$ cat src/rtl/arb_mux.sv
// Two-input round-robin merge with a single registered output stage.
// Each output beat is tagged with its source channel on sel (0 = in1, 1 = in2).
module arb_mux #(
    parameter int unsigned WIDTH = 8
) (
    input  logic             clk,
    input  logic             rst,
    input  logic [WIDTH-1:0] in1,
    input  logic             valid1,
    output logic             ready1,
    input  logic [WIDTH-1:0] in2,
    input  logic             valid2,
    output logic             ready2,
    output logic [WIDTH-1:0] out,
    output logic             sel,
    output logic             out_valid,
    input  logic             out_ready
);

    logic last;
    logic load_en;
    logic grant1;
    logic grant2;

    // ready depends on out_ready only through load_en; the output registers never see it directly
    always_comb begin
        load_en = ~out_valid | out_ready;
        grant1  = valid1 & (~valid2 | last);
        grant2  = valid2 & (~valid1 | ~last);
        ready1  = load_en & grant1 & ~rst;
        ready2  = load_en & grant2 & ~rst;
    end

    // last resets to 1 so that in1 wins the first contention after reset
    always_ff @(posedge clk or posedge rst) begin
        if (rst) begin
            out       <= '0;
            sel       <= 1'b0;
            out_valid <= 1'b0;
            last      <= 1'b1;
        end else if (load_en) begin
            if (ready1) begin
                out       <= in1;
                sel       <= 1'b0;
                out_valid <= 1'b1;
                last      <= 1'b0;
            end else if (ready2) begin
                out       <= in2;
                sel       <= 1'b1;
                out_valid <= 1'b1;
                last      <= 1'b1;
            end else begin
                out_valid <= 1'b0;
            end
        end
    end

endmodule

$ cat config.mk
export PLATFORM = sky130hd
export DESIGN_NAME = arb_mux
export DESIGN_NICKNAME = d
export VERILOG_FILES = /design/src/rtl/arb_mux.sv
export SDC_FILE = /design/constraint.sdc
export NUM_CORES = 1
export LEC_CHECK = 0
export ABC_AREA = 1
export CAP_MARGIN = 0
export CORE_MARGIN = 2
export CORE_UTILIZATION = 27
export CTS_CLUSTER_DIAMETER = 120
export DETAILED_ROUTE_END_ITERATION = 10
export GPL_TIMING_DRIVEN = 0
export MAX_ROUTING_LAYER = met4
export PLACE_DENSITY = 0.63
export SLEW_MARGIN = 15
export SYNTH_ARGS = -nofsm -noshare
export SYNTH_HDL_FRONTEND = slang
export SYNTH_SLANG_ARGS = --single-unit
$ cat constraint.sdc
create_clock -name clk -period 1.7 [get_ports clk]
set_input_delay 0.17 -clock clk [delete_from_list [all_inputs] [get_ports clk]]
set_output_delay 0.17 -clock clk [all_outputs]
set_load 0.02 [all_outputs]
# After elaboration in Yosys (flattened, before gate mapping)
# Index checks and enable logic that the tools add are counted.
[word_totals]
reg_bits = 11
latch_bits = 0
ramBits = 0
mem_bits_ro = 0
in_bits = 21
output_inout_bits = 12
elab_cells = 26
n_memories = 0
[op_classes]
addsub = 0
n_mul = 0
div = 0
magnitude_cmp = 0
eq_ne = 0
n_shift = 0
mux = 6
n_bitwise = 14
reduce_logical = 2
[op_table]
columns = ["operator", "n"]
rows = [
  ["$mux 8", 2],
  ["$and 1x1->1", 6],
  ["$not 1->1", 5],
  ["$mux 1", 4],
  ["$or 1x1->1", 3],
  ["$reduce_and 2->1", 1],
  ["$reduce_bool 2->1", 1],
]

# Longest topological paths before layout
# Gate-level depths: netlist of the first run.
[depth]
ltp_word = 7
mapped_depth = 8

# Least setup slack after synthesis of the first run
# Ideal clock, no wire load.
[synth_path]
path_kind = "reg-to-reg"
startpoint = "register last"
endpoint = "register out[3]"
setup_time_ps = 117
t_arrival_ps = 1112
path_slack_ps = 471
stages_incl_launch_ff = 8
n_path_buf = 0
synth_period_minus_slack_ps = 1229
cell_sequence = "dfstp_2 inv_1 nand2_2 nand3_4 nand2_8 inv_8 nand2_1 nand2_1"
[synth_via]
elab_chain_len = 7
elab_cells_between_ends = 12
classes_between = "mux: 1; bitwise: 9; reduce/logical: 2"
[synth_lines]
columns = ["item", "line", "source"]
rows = [
  ["start, declared", "20", "logic last;"],
  ["start signal, assigned", "40", "last <= 1'b1;"],
  ["start signal, assigned", "46", "last <= 1'b0;"],
  ["start signal, assigned", "51", "last <= 1'b1;"],
  ["$not 1->1", "29", "grant2 = valid2 & (~valid1 | ~last);"],
  ["$or 1x1->1", "29", ""],
  ["$and 1x1->1", "29", ""],
  ["$and 1x1->1 (2 in a row)", "31", "ready2 = load_en & grant2 & ~rst;"],
  ["$reduce_bool 2->1 (no source line)", "n/a", ""],
  ["$reduce_and 2->1 (no source line)", "n/a", ""],
  ["end signal, assigned", "43", "out <= in1;"],
  ["end signal, assigned", "48", "out <= in2;"],
  ["end, declared", "14", "output logic [WIDTH-1:0] out,"],
]
# Parallel ways exist; a longest one is shown, timed or not.
# A chain may end at the register's enable or synchronous reset.

# Worst setup path after layout of the first run
[layout_path]
startpoint = "register last"
endpoint = "output ready1"
[layout_via]
elab_chain_len = 4
[layout_lines]
columns = ["item", "line", "source"]
rows = [
  ["$or 1x1->1", "28", "grant1 = valid1 & (~valid2 | last);"],
  ["$and 1x1->1", "28", ""],
  ["$and 1x1->1 (2 in a row)", "30", "ready1 = load_en & grant1 & ~rst;"],
  ["end, declared", "10", "output logic ready1,"],
]
# No other way between the ends.

==> PnR_summary.wiki, run 1 <==
{| class="wikitable"
! Metric !! Value
|-
| Highest layer used for signal routing || met4
|-
| Reg-to-reg critical path startpoint || last$_DFFE_PP1P_
|-
| Mapped Cells || 88
|-
| DP Area || 1040 sq um
|-
| Number of iterations in the first detailed-routing pass || 4
|-
| Vias in the first global route || 614
|-
| TritonCTS clock tree || built
|-
| Area growth, synth to finish || 58.6%
|-
| Flops & latches, synth || 11
|-
| Power density of the placed cells || 1020 nW/um^2
|-
| Number of I/O port buffers || 32
|-
| First-pass GRT wire length || 2.59 mm
|-
| Number of buffer and inverter instances along the worst setup path || 3
|-
| Depth of the critical timing path with buffers and inverters included || 5
|-
| Clock transition time at the flip-flop clock pins of the worst setup and hold paths || 0.07 ns
|-
| Top cells by area in the synthesized netlist || sky130_fd_sc_hd__dfrtp_1 36%, sky130_fd_sc_hd__inv_1 13%, sky130_fd_sc_hd__nand2_1 13%
|-
| Wire per inst || 10.7 um
|-
| Critical Path Most Common Cell || sky130_fd_sc_hd__inv_1
|-
| Total routed wire length on the met1 layer || 780 um
|-
| Post-layout power || 1110 uW
|-
| Sum of met2 wire segment lengths after detailed routing || 785 um
|-
| Clock latency of the later-clocked register in the worst-skew pair || 0.27 ns
|-
| Standard cell core area || 2430 sq um
|-
| Chip height || 54.4 um
|-
| Total congestion overflow || 0
|-
| Slowest cell delay on critical path || 0.53 ns
|-
| Max Slew Vio Count || 0
|-
| Kind of start point of the critical path || flip-flop
|-
| DRC viols || 0
|-
| Data arrival time of the critical path || 1.32 ns
|-
| Initial cell density of the core || 28.2%
|-
| Endpoint of the lowest-slack register-to-register path || out[3]$_DFFE_PP0P_
|-
| Syn_nets || 109
|-
| Crit share post-route || 87.9%
|-
| Synthesis warning total || 0
|-
| Detailed router's first-iteration violation count || 3
|-
| Non-Filler Cell Area, Final || 1090 sq um
|-
| GRT Util Overall || 13.0%
|-
| Mean cell area of the mapped netlist || 7.79 sq um
|-
| Met3 routed wirelength || 100 um
|-
| Leakage power total || 0.000582 uW
|-
| Max capacitance violation total || 0
|-
| Critical path's top delay family || flip-flops
|-
| Hold crit path type || in2async
|-
| Endpoint of the most critical setup path || ready1
|-
| Floorplan die width || 54.4 um
|-
| Hold Violations, Final || 0
|-
| Fill cell count || 251
|-
| TritonCTS Sinks || 11
|-
| Share of final-layout standard cells stronger than drive strength 1 || 17.3%
|-
| Final setup fails || 0
|-
| Antenna diode count || 0
|-
| Kind of end point of the critical path || output pin
|-
| Setup repair after global routing missed its margin || no
|-
| Critical Path Source || last$_DFFE_PP1P_
|-
| CTS root buf || sky130_fd_sc_hd__clkbuf_4
|-
| Synthesized cell area || 686 sq um
|-
| Actual slew at the worst max-slew pin || 0.434 ns
|-
| Library cell contributing the largest single delay on the critical path || sky130_fd_sc_hd__dfstp_2
|-
| Commonest non-fill, non-tap cell in the layout || sky130_fd_sc_hd__clkdlybuf4s50_1
|-
| Worst slew margin || 71.1%
|-
| Number of standard-cell rows in the floorplan || 18
|-
| Post-synth cell types || 14
|-
| Worst-path fanout max || 9
|-
| Portion of the post-synthesis area used by sequential elements || 40.3%
|-
| Most used cells in the layout excluding fill and tap cells || 30 x sky130_fd_sc_hd__clkdlybuf4s50_1, 23 x sky130_fd_sc_hd__inv_1, 23 x sky130_fd_sc_hd__nand2_1, 10 x sky130_fd_sc_hd__dfrtp_1
|-
| Post-synth top area cell || sky130_fd_sc_hd__dfrtp_1
|-
| Worst vdd rail ir drop || 0.521 mV
|-
| Timing-limited maximum frequency || 0.669 GHz
|-
| IO Count || 33
|-
| Dpl cells || 150
|-
| Portion of synthesized cell area occupied by the leading cell type || 36.5%
|-
| Average vias per placed instance || 4.18
|-
| Cells on worst reg2reg path || 8
|-
| Minimum setup slack among reg-to-reg paths || 0.31 ns
|-
| Final TNS setup || 0 ns
|-
| Total wirelength of the detailed-routed design || 1.68 mm
|-
| Total clock buffers created by CTS || 3
|-
| Final core occ || 44.7%
|-
| Data required time at the worst endpoint || 1.53 ns
|-
| Final cell count without fillers || 157
|-
| Buffer depth of the longest clock path || 2
|-
| Final estimated routing congestion in global placement || 0.692
|-
| Die outline area || 2960 sq um
|-
| Antenna violations before repair || 0
|-
| Largest net degree at the start of global routing || 12
|-
| Post-layout nets || 149
|-
| Number of routed nets with antenna violations || 0
|-
| Result of the run || finished clean
|-
| Clock skew || 0.00370 ns
|-
| Sequence of cells on the critical path || inv_1 -> nand2_4 -> nand3_4 -> inv_1 -> buf_2
|-
| H-tree levels || 1
|-
| Placed wire-length estimate after detailed placement || 1.24 mm
|-
| Final min period || 1.49 ns
|-
| Number of buffers inserted for hold repair after clock tree synthesis || 0
|-
| Critical Setup Path Class || reg2out
|-
| Detailed-route via count || 656
|}
[layer usage]
layer	GRT usage (%)	vias up
li1	-	349
met4	7.50	0
met2	20.1	22
met1	15.7	283
met3	2.46	2
met5	-	-
[worst min-delay path by stage]
stage / startpoint / endpoint / slack (ns) / cells past startpoint
5_1_grt: rst / sel$_DFFE_PP0P_ / 0.42 / 2
3_5_place_dp: sel$_DFFE_PP0P_ / sel$_DFFE_PP0P_ / 0.48 / 2
2_1_floorplan: rst / out[0]$_DFFE_PP0P_ / 0.02 / 1
4_1_cts: rst / sel$_DFFE_PP0P_ / 0.40 / 2
3_3_place_gp: sel$_DFFE_PP0P_ / sel$_DFFE_PP0P_ / 0.47 / 2
6_report: rst / sel$_DFFE_PP0P_ / 0.38 / 2
[registers in the layout, indices dropped and copies added, names as in the netlist]
signal     flops
out_valid      1
last           1
out            8
sel            1
[Yosys cell counts (all sizes together)]
| cell type | count |
|---|---|
| nor2 | 2 |
| buf | 1 |
| nand2 | 31 |
| nand3 | 10 |
| dfstp | 1 |
| dfrtp | 10 |
| inv | 24 |
| nand4 | 8 |
| o21ai | 1 |
[where the power goes]
group / internal, uW / switching [uW] / leakage (uW) / total, uW
combinational: 253 / 280 / 0.000434 / 533
clock: 90.8 / 86.2 / 0.0000150 / 177
sequential: 349 / 52.9 / 0.000133 / 402
total: 693 / 419 / 0.000582 / 1110
[final cells by class]
class,instances,area (sq um),area share [%]
buffer,1,7.51,0.690
clock buffer,4,26.3,2.42
inverter,24,97.6,8.98
multi-input combinational,52,309,28.4
sequential,11,277,25.4
tap,30,37.5,3.45
timing repair buffer,35,333,30.6
[per-stage QoR]
step	hold WS (ns)	setup WS, ns
6_report	0.385	0.205
5_1_grt	0.424	0.131
4_1_cts	0.398	0.0338
3_5_place_dp	0.475	-0.329
3_3_place_gp	0.467	-0.315
2_1_floorplan	0.0217	0.471
[repair_timing]
item,4_1_cts,5_1_grt
setup buffers,0,3
endpoints found under the hold margin,0,0
pin swaps,1,1
cloned,0,0
endpoints found under the setup margin,2,2
resized for setup,6,2
[kinds of logic (layout without fill, tap and decap cells)]
group	Yosys count	after routing	synth area share, %
AO/OA/AOI/OAI	1	1	0.729
buffers and inverters	25	64	15.3
flip-flops	11	11	40.3
AND/OR/NAND/NOR	51	51	43.6
Power figures use the tool's default switching activity.
==> run 2: changes to the inputs <==
- GPL_TIMING_DRIVEN: 0 -> default
- PLACE_DENSITY: 0.63 -> default
==> PnR_summary.wiki, run 2 (same netlist as run 1, synthesis figures left out) <==
{| class="wikitable"
! Metric !! Value
|-
| CTS root buf || sky130_fd_sc_hd__clkbuf_4
|-
| PostCTS Resize Cnt || 2 (-4)
|-
| Hold Violations, Final || 0 (unchanged)
|-
| GRT Util Overall || 14.3% (+1.4 points)
|-
| Setup repair after global routing missed its margin || no
|-
| Number of flip-flops in the largest register || 8 (unchanged)
|-
| Number of buffer and inverter instances along the worst setup path || 3 (unchanged)
|-
| DRC viols || 0 (unchanged)
|-
| Number of I/O port buffers || 32 (unchanged)
|-
| Final estimated routing congestion in global placement || 0.714 (+3.1%)
|-
| Die outline area || 2960 sq um (unchanged)
|-
| Final min period || 1.56 ns (+0.0632 ns)
|-
| TritonCTS clock tree || built
|-
| Post-CTS Setup Inserts || 0 (unchanged)
|-
| Global-route met2 utilization || 22.7% (+2.6 points)
|-
| Data required time at the worst endpoint || 1.53 ns (about the same)
|-
| Depth of the critical timing path with buffers and inverters included || 5 (unchanged)
|-
| Leakage power total || 0.000602 uW (+3.4%)
|-
| Vias in the first global route || 668 (+8.8%)
|-
| Register with the most flip-flops || out
|-
| Placed wire-length estimate after detailed placement || 1.33 mm (+7.3%)
|-
| Antenna violations before repair || 0 (unchanged)
|-
| Kind of end point of the critical path || output pin
|-
| Area growth, synth to finish || 63.3%
|-
| Critical path's top delay family || flip-flops
|-
| Clock latency of the later-clocked register in the worst-skew pair || 0.26 ns (about the same)
|-
| Total wirelength of the detailed-routed design || 1.75 mm (+4.0%)
|-
| Detailed router's first-iteration violation count || 10 (+7)
|-
| Actual slew at the worst max-slew pin || 0.435 ns (+0.00126 ns)
|-
| Slowest cell delay on critical path || 0.54 ns (about the same)
|-
| Routing layer with the top usage in global route || met2
|-
| Setup Slack @ Placement || -0.0596 ns (+0.269 ns)
|-
| Timing-limited maximum frequency || 0.642 GHz (-4.1%)
|-
| Fill cell count || 249 (-0.80%)
|-
| Critical Path Most Common Cell || sky130_fd_sc_hd__inv_1
|-
| Cells on worst reg2reg path || 8 (unchanged)
|-
| Most used cells in the layout excluding fill and tap cells || 30 x sky130_fd_sc_hd__clkdlybuf4s50_1, 23 x sky130_fd_sc_hd__inv_1, 23 x sky130_fd_sc_hd__nand2_1, 10 x sky130_fd_sc_hd__dfrtp_1
|-
| Met1 routing resource usage after global routing || 16.9% (+1.2 points)
|-
| Number of routed nets with antenna violations || 0 (unchanged)
|-
| Total clock buffers created by CTS || 3 (unchanged)
|-
| Number of standard-cell rows in the floorplan || 18 (unchanged)
|-
| Worst-path fanout max || 2 (-7)
|-
| Met3 global-route usage || 2.46% (unchanged)
|-
| Detailed-route via count || 689 (+5.0%)
|-
| Library cell contributing the largest single delay on the critical path || sky130_fd_sc_hd__dfstp_2
|-
| Reg-to-reg critical path startpoint || last$_DFFE_PP1P_
|-
| Antenna diode count || 0 (unchanged)
|-
| Number of buffers inserted for hold repair after clock tree synthesis || 0 (unchanged)
|-
| Data arrival time of the critical path || 1.39 ns (+0.07 ns)
|-
| First-pass GRT wire length || 2.86 mm (+10%)
|-
| Largest net degree at the start of global routing || 12 (unchanged)
|-
| Final TNS setup || 0 ns (unchanged)
|-
| Chip height || 54.4 um (unchanged)
|-
| Worst vdd rail ir drop || 0.440 mV (-16%)
|-
| Wire per inst || 10.9 um (+1.4%)
|-
| Commonest non-fill, non-tap cell in the layout || sky130_fd_sc_hd__clkdlybuf4s50_1
|-
| H-tree levels || 1 (unchanged)
|-
| Result of the run || finished clean
|-
| Sequence of cells on the critical path || inv_1 -> nand2_2 -> nand3_4 -> inv_1 -> dlygate4sd2_1
|-
| Final setup fails || 0 (unchanged)
|-
| Final core occ || 46.0% (+1.3 points)
|-
| Clock transition time at the flip-flop clock pins of the worst setup and hold paths || 0.07 ns (about the same)
|-
| Worst slew margin || 71.0% (-0.084 points)
|-
| Max capacitance violation total || 0 (unchanged)
|-
| TritonCTS Sinks || 11 (unchanged)
|-
| Critical Path Source || last$_DFFE_PP1P_
|-
| Average vias per placed instance || 4.28 (+2.4%)
|-
| Buffer depth of the longest clock path || 2 (unchanged)
|-
| Share of final-layout standard cells stronger than drive strength 1 || 18.3% (+1.0 points)
|-
| Total congestion overflow || 0 (unchanged)
|-
| Final worst setup slack || 0.142 ns (-0.0632 ns)
|-
| Post-layout nets || 153 (+2.7%)
|-
| Floorplan die width || 54.4 um (unchanged)
|-
| Number of iterations in the first detailed-routing pass || 2 (-2)
|-
| Standard cell core area || 2430 sq um (unchanged)
|-
| Clock skew || 0.00426 ns (+0.000552 ns)
|-
| Max Slew Vio Count || 0 (unchanged)
|-
| Critical Setup Path Class || reg2out
|-
| Hold crit path type || in2async
|-
| Kind of start point of the critical path || flip-flop
|-
| Crit share post-route || 91.7% (+3.7 points)
|-
| Power density of the placed cells || 1010 nW/um^2 (-1.7%)
|-
| Initial cell density of the core || 28.2% (unchanged)
|-
| IO Count || 33 (unchanged)
|}
[run 2: cell types whose count changed in the layout (fill, tap and decap cells not counted), sizes merged]
cell	previous run	this run
buf	5	8
dlygate4sd2	0	2
clkbuf	5	4
[run 2: per-layer routing]
metal  vias up  wire length (um)
li1        357                 -
met1       305               817
met2        23               789
met3         4                99
met4         0                40
met5         -                 0
[run 2: path summary, 6_finish.rpt]
path                                           end  slack [ns]
worst max-delay path                        ready1        0.14
worst min-delay path            out[3]$_DFFE_PP0P_        0.38
worst max register to register  out[4]$_DFFE_PP0P_        0.38
worst min register to register  out[5]$_DFFE_PP0P_        0.48
max in group asynchronous         last$_DFFE_PP1P_        0.98
min in group clk                out[5]$_DFFE_PP0P_        0.48
[run 2: tightest hold or removal path, cell delays in order]
cell and delay, ns:
sky130_fd_sc_hd__clkdlybuf4s50_1 0.42, sky130_fd_sc_hd__buf_4 0.16, sky130_fd_sc_hd__inv_1 0.33
[run 2: final cells by class]
class | count | area, sq um | share of cell area, %
Inverter | 24 | 97.6 | 8.72
Timing Repair Buffer | 40 | 378 | 33.7
Sequential cell | 11 | 277 | 24.7
Multi-Input combinational cell | 52 | 304 | 27.2
Clock buffer | 4 | 26.3 | 2.35
Tap cell | 30 | 37.5 | 3.35
[run 2: power breakdown]
part           total [uW]  switching (uW)  leakage (uW)  internal [uW]
Combinational         545             283      0.000454            263
Clock                 176            84.8     0.0000150           90.7
Sequential            405            55.4      0.000133            350
[run 2: metrics by stage]
step | cells | power [uW] | hold WS [ns] | instance area [sq um]
after floorplan | 88 | 685 | 0.0217 | 686
after global placement | 157 | 957 | 0.474 | 1100
after detailed placement | 157 | 962 | 0.469 | 1100
after CTS | 161 | 1140 | 0.392 | 1120
after global routing | 161 | 1210 | 0.422 | 1120
final | 161 | 1130 | 0.381 | 1120
==> run 3: changes to the inputs <==
- PLACE_DENSITY: default -> 0.57
- SLEW_MARGIN: 15 -> 20
==> PnR_summary.wiki, run 3 (same netlist as run 1, synthesis figures left out) <==
{| class="wikitable"
! Metric !! Value
|-
| Standard cell core area || 2430 sq um (unchanged)
|-
| Most used cells in the layout excluding fill and tap cells || 29 x sky130_fd_sc_hd__clkdlybuf4s50_1, 23 x sky130_fd_sc_hd__inv_1, 23 x sky130_fd_sc_hd__nand2_1, 10 x sky130_fd_sc_hd__dfrtp_1
|-
| Sequence of cells on the critical path || inv_1 -> nand2_2 -> nand3_4 -> inv_1 -> dlygate4sd2_1
|-
| Wire per inst || 11.5 um (+5.9%)
|-
| IO Count || 33 (unchanged)
|-
| Kind of end point of the critical path || output pin
|-
| Number of standard-cell rows in the floorplan || 18 (unchanged)
|-
| Slowest cell delay on critical path || 0.53 ns (about the same)
|-
| Total congestion overflow || 0 (unchanged)
|-
| H-tree levels || 1 (unchanged)
|-
| Endpoint of the lowest-slack register-to-register path || out[4]$_DFFE_PP0P_
|-
| Number of routed nets with antenna violations || 0 (unchanged)
|-
| Antenna diode count || 0 (unchanged)
|-
| Clock transition time at the flip-flop clock pins of the worst setup and hold paths || 0.07 ns (about the same)
|-
| Detailed-route via count || 673 (-2.3%)
|-
| Critical Path Most Common Cell || sky130_fd_sc_hd__inv_1
|-
| Share of final-layout standard cells stronger than drive strength 1 || 18.5% (+0.14 points)
|-
| Area growth, synth to finish || 62.4%
|-
| Final core occ || 45.8% (-0.26 points)
|-
| Clock skew || 0.00283 ns (-0.00142 ns)
|-
| Detailed router's first-iteration violation count || 5 (-5)
|-
| Minimum setup slack among reg-to-reg paths || 0.38 ns (about the same)
|-
| Post-layout nets || 152 (-0.65%)
|-
| Power density of the placed cells || 1010 nW/um^2 (+0.55%)
|-
| Worst-path fanout max || 2 (unchanged)
|-
| Commonest non-fill, non-tap cell in the layout || sky130_fd_sc_hd__clkdlybuf4s50_1
|-
| Final cell count without fillers || 160 (-0.62%)
|-
| Chip height || 54.4 um (unchanged)
|-
| Initial cell density of the core || 28.2% (unchanged)
|-
| Data required time at the worst endpoint || 1.53 ns (about the same)
|-
| Library cell contributing the largest single delay on the critical path || sky130_fd_sc_hd__dfstp_2
|-
| Endpoint of the most critical setup path || ready1
|-
| Final TNS setup || 0 ns (unchanged)
|-
| Hold crit path type || in2async
|-
| Reg-to-reg critical path startpoint || last$_DFFE_PP1P_
|-
| Number of flip-flops in the largest register || 8 (unchanged)
|-
| GRT Util Overall || 14.9% (+0.60 points)
|-
| Final min period || 1.57 ns (+0.0127 ns)
|-
| DRC viols || 0 (unchanged)
|-
| Number of buffers inserted for hold repair after clock tree synthesis || 0 (unchanged)
|-
| Kind of start point of the critical path || flip-flop
|-
| Largest net degree at the start of global routing || 12 (unchanged)
|-
| Register with the most flip-flops || out
|-
| Hold Violations, Final || 0 (unchanged)
|-
| Cells on worst reg2reg path || 8 (unchanged)
|-
| Actual slew at the worst max-slew pin || 0.438 ns (+0.00260 ns)
|-
| Worst slew margin || 70.8% (-0.17 points)
|-
| Critical Path Source || last$_DFFE_PP1P_
|-
| Leakage power total || 0.000599 uW (-0.52%)
|-
| PostCTS Resize Cnt || 4 (+2)
|-
| TritonCTS clock tree || built
|-
| Clock latency of the later-clocked register in the worst-skew pair || 0.27 ns (about the same)
|-
| Crit share post-route || 92.4% (+0.75 points)
|-
| Post-route worst hold slack || 0.153 ns (-0.227 ns)
|-
| Data arrival time of the critical path || 1.40 ns (about the same)
|-
| Final estimated routing congestion in global placement || 0.780 (+9.3%)
|-
| Vias in the first global route || 645 (-3.4%)
|-
| Antenna violations before repair || 0 (unchanged)
|-
| Number of I/O port buffers || 32 (unchanged)
|-
| First-pass GRT wire length || 2.93 mm (+2.7%)
|-
| Average vias per placed instance || 4.21 (-1.7%)
|-
| Setup repair after global routing missed its margin || no
|-
| Max Slew Vio Count || 0 (unchanged)
|-
| Worst vdd rail ir drop || 0.491 mV (+12%)
|-
| TritonCTS Sinks || 11 (unchanged)
|-
| Placed wire-length estimate after detailed placement || 1.32 mm (-0.89%)
|-
| Max capacitance violation total || 0 (unchanged)
|-
| Post-CTS Setup Inserts || 0 (unchanged)
|-
| Number of iterations in the first detailed-routing pass || 4 (+2)
|-
| Floorplan die width || 54.4 um (unchanged)
|-
| Buffer depth of the longest clock path || 2 (unchanged)
|-
| Critical Setup Path Class || reg2out
|-
| Die outline area || 2960 sq um (unchanged)
|-
| Total wirelength of the detailed-routed design || 1.84 mm (+5.3%)
|-
| Timing-limited maximum frequency || 0.637 GHz (-0.81%)
|-
| Dpl cells || 156 (-0.64%)
|-
| Final setup fails || 0 (unchanged)
|-
| Result of the run || finished clean
|-
| CTS root buf || sky130_fd_sc_hd__clkbuf_4
|-
| Total clock buffers created by CTS || 3 (unchanged)
|}
-- run 3: final cells by class --
type | count | area (sq um)
multi-input combinational | 52 | 307
clock buffer | 4 | 26.3
timing repair buffer | 39 | 369
fill | 258 | 1320
tap | 30 | 37.5
sequential | 11 | 277
inverter | 24 | 97.6
-- run 3: worst min-delay path by stage --
| stage | startpoint | endpoint | slack (ns) | cells after the start |
|---|---|---|---|---|
| after floorplan | rst | out[0]$_DFFE_PP0P_ | 0.02 | 1 |
| after global placement | out[5]$_DFFE_PP0P_ | out[5]$_DFFE_PP0P_ | 0.47 | 2 |
| after detailed placement | out[5]$_DFFE_PP0P_ | out[5]$_DFFE_PP0P_ | 0.47 | 2 |
| after CTS | rst | out[6]$_DFFE_PP0P_ | 0.16 | 2 |
| after global routing | rst | out[3]$_DFFE_PP0P_ | 0.20 | 2 |
| final | rst | sel$_DFFE_PP0P_ | 0.15 | 2 |
-- run 3: power breakdown --
| part | switching [uW] | leakage, uW | internal, uW |
|---|---|---|---|
| clock network | 92.4 | 0.0000150 | 90.8 |
| registers | 49.3 | 0.000133 | 349 |
| logic | 286 | 0.000451 | 259 |
| total | 427 | 0.000599 | 699 |
-- run 3: per-layer routing --
| layer | global-route usage (%) | part of all wire [%] | routed length [um] |
|---|---|---|---|
| met5 | - | 0 | 0 |
| met2 | 22.7 | 48 | 875 |
| met3 | 1.64 | 4.6 | 85 |
| met1 | 18.1 | 46 | 845 |
| met4 | 11.3 | 1.8 | 34 |
-- run 3: worst max-delay path: cells and delay by family, from the launching register on --
family | cells | cell delay, ns
simple gates | 2 | 0.15
flops | 1 | 0.53
buf+inv | 3 | 0.45
-- run 3: stage by stage --
step	setup WS (ns)	area [sq um]	power, uW
2_1_floorplan	0.471	686	685
3_3_place_gp	-0.113	1090	951
6_report	0.129	1110	1130
4_1_cts	0.113	1110	1140
3_5_place_dp	-0.141	1090	957
5_1_grt	0.0291	1110	1210
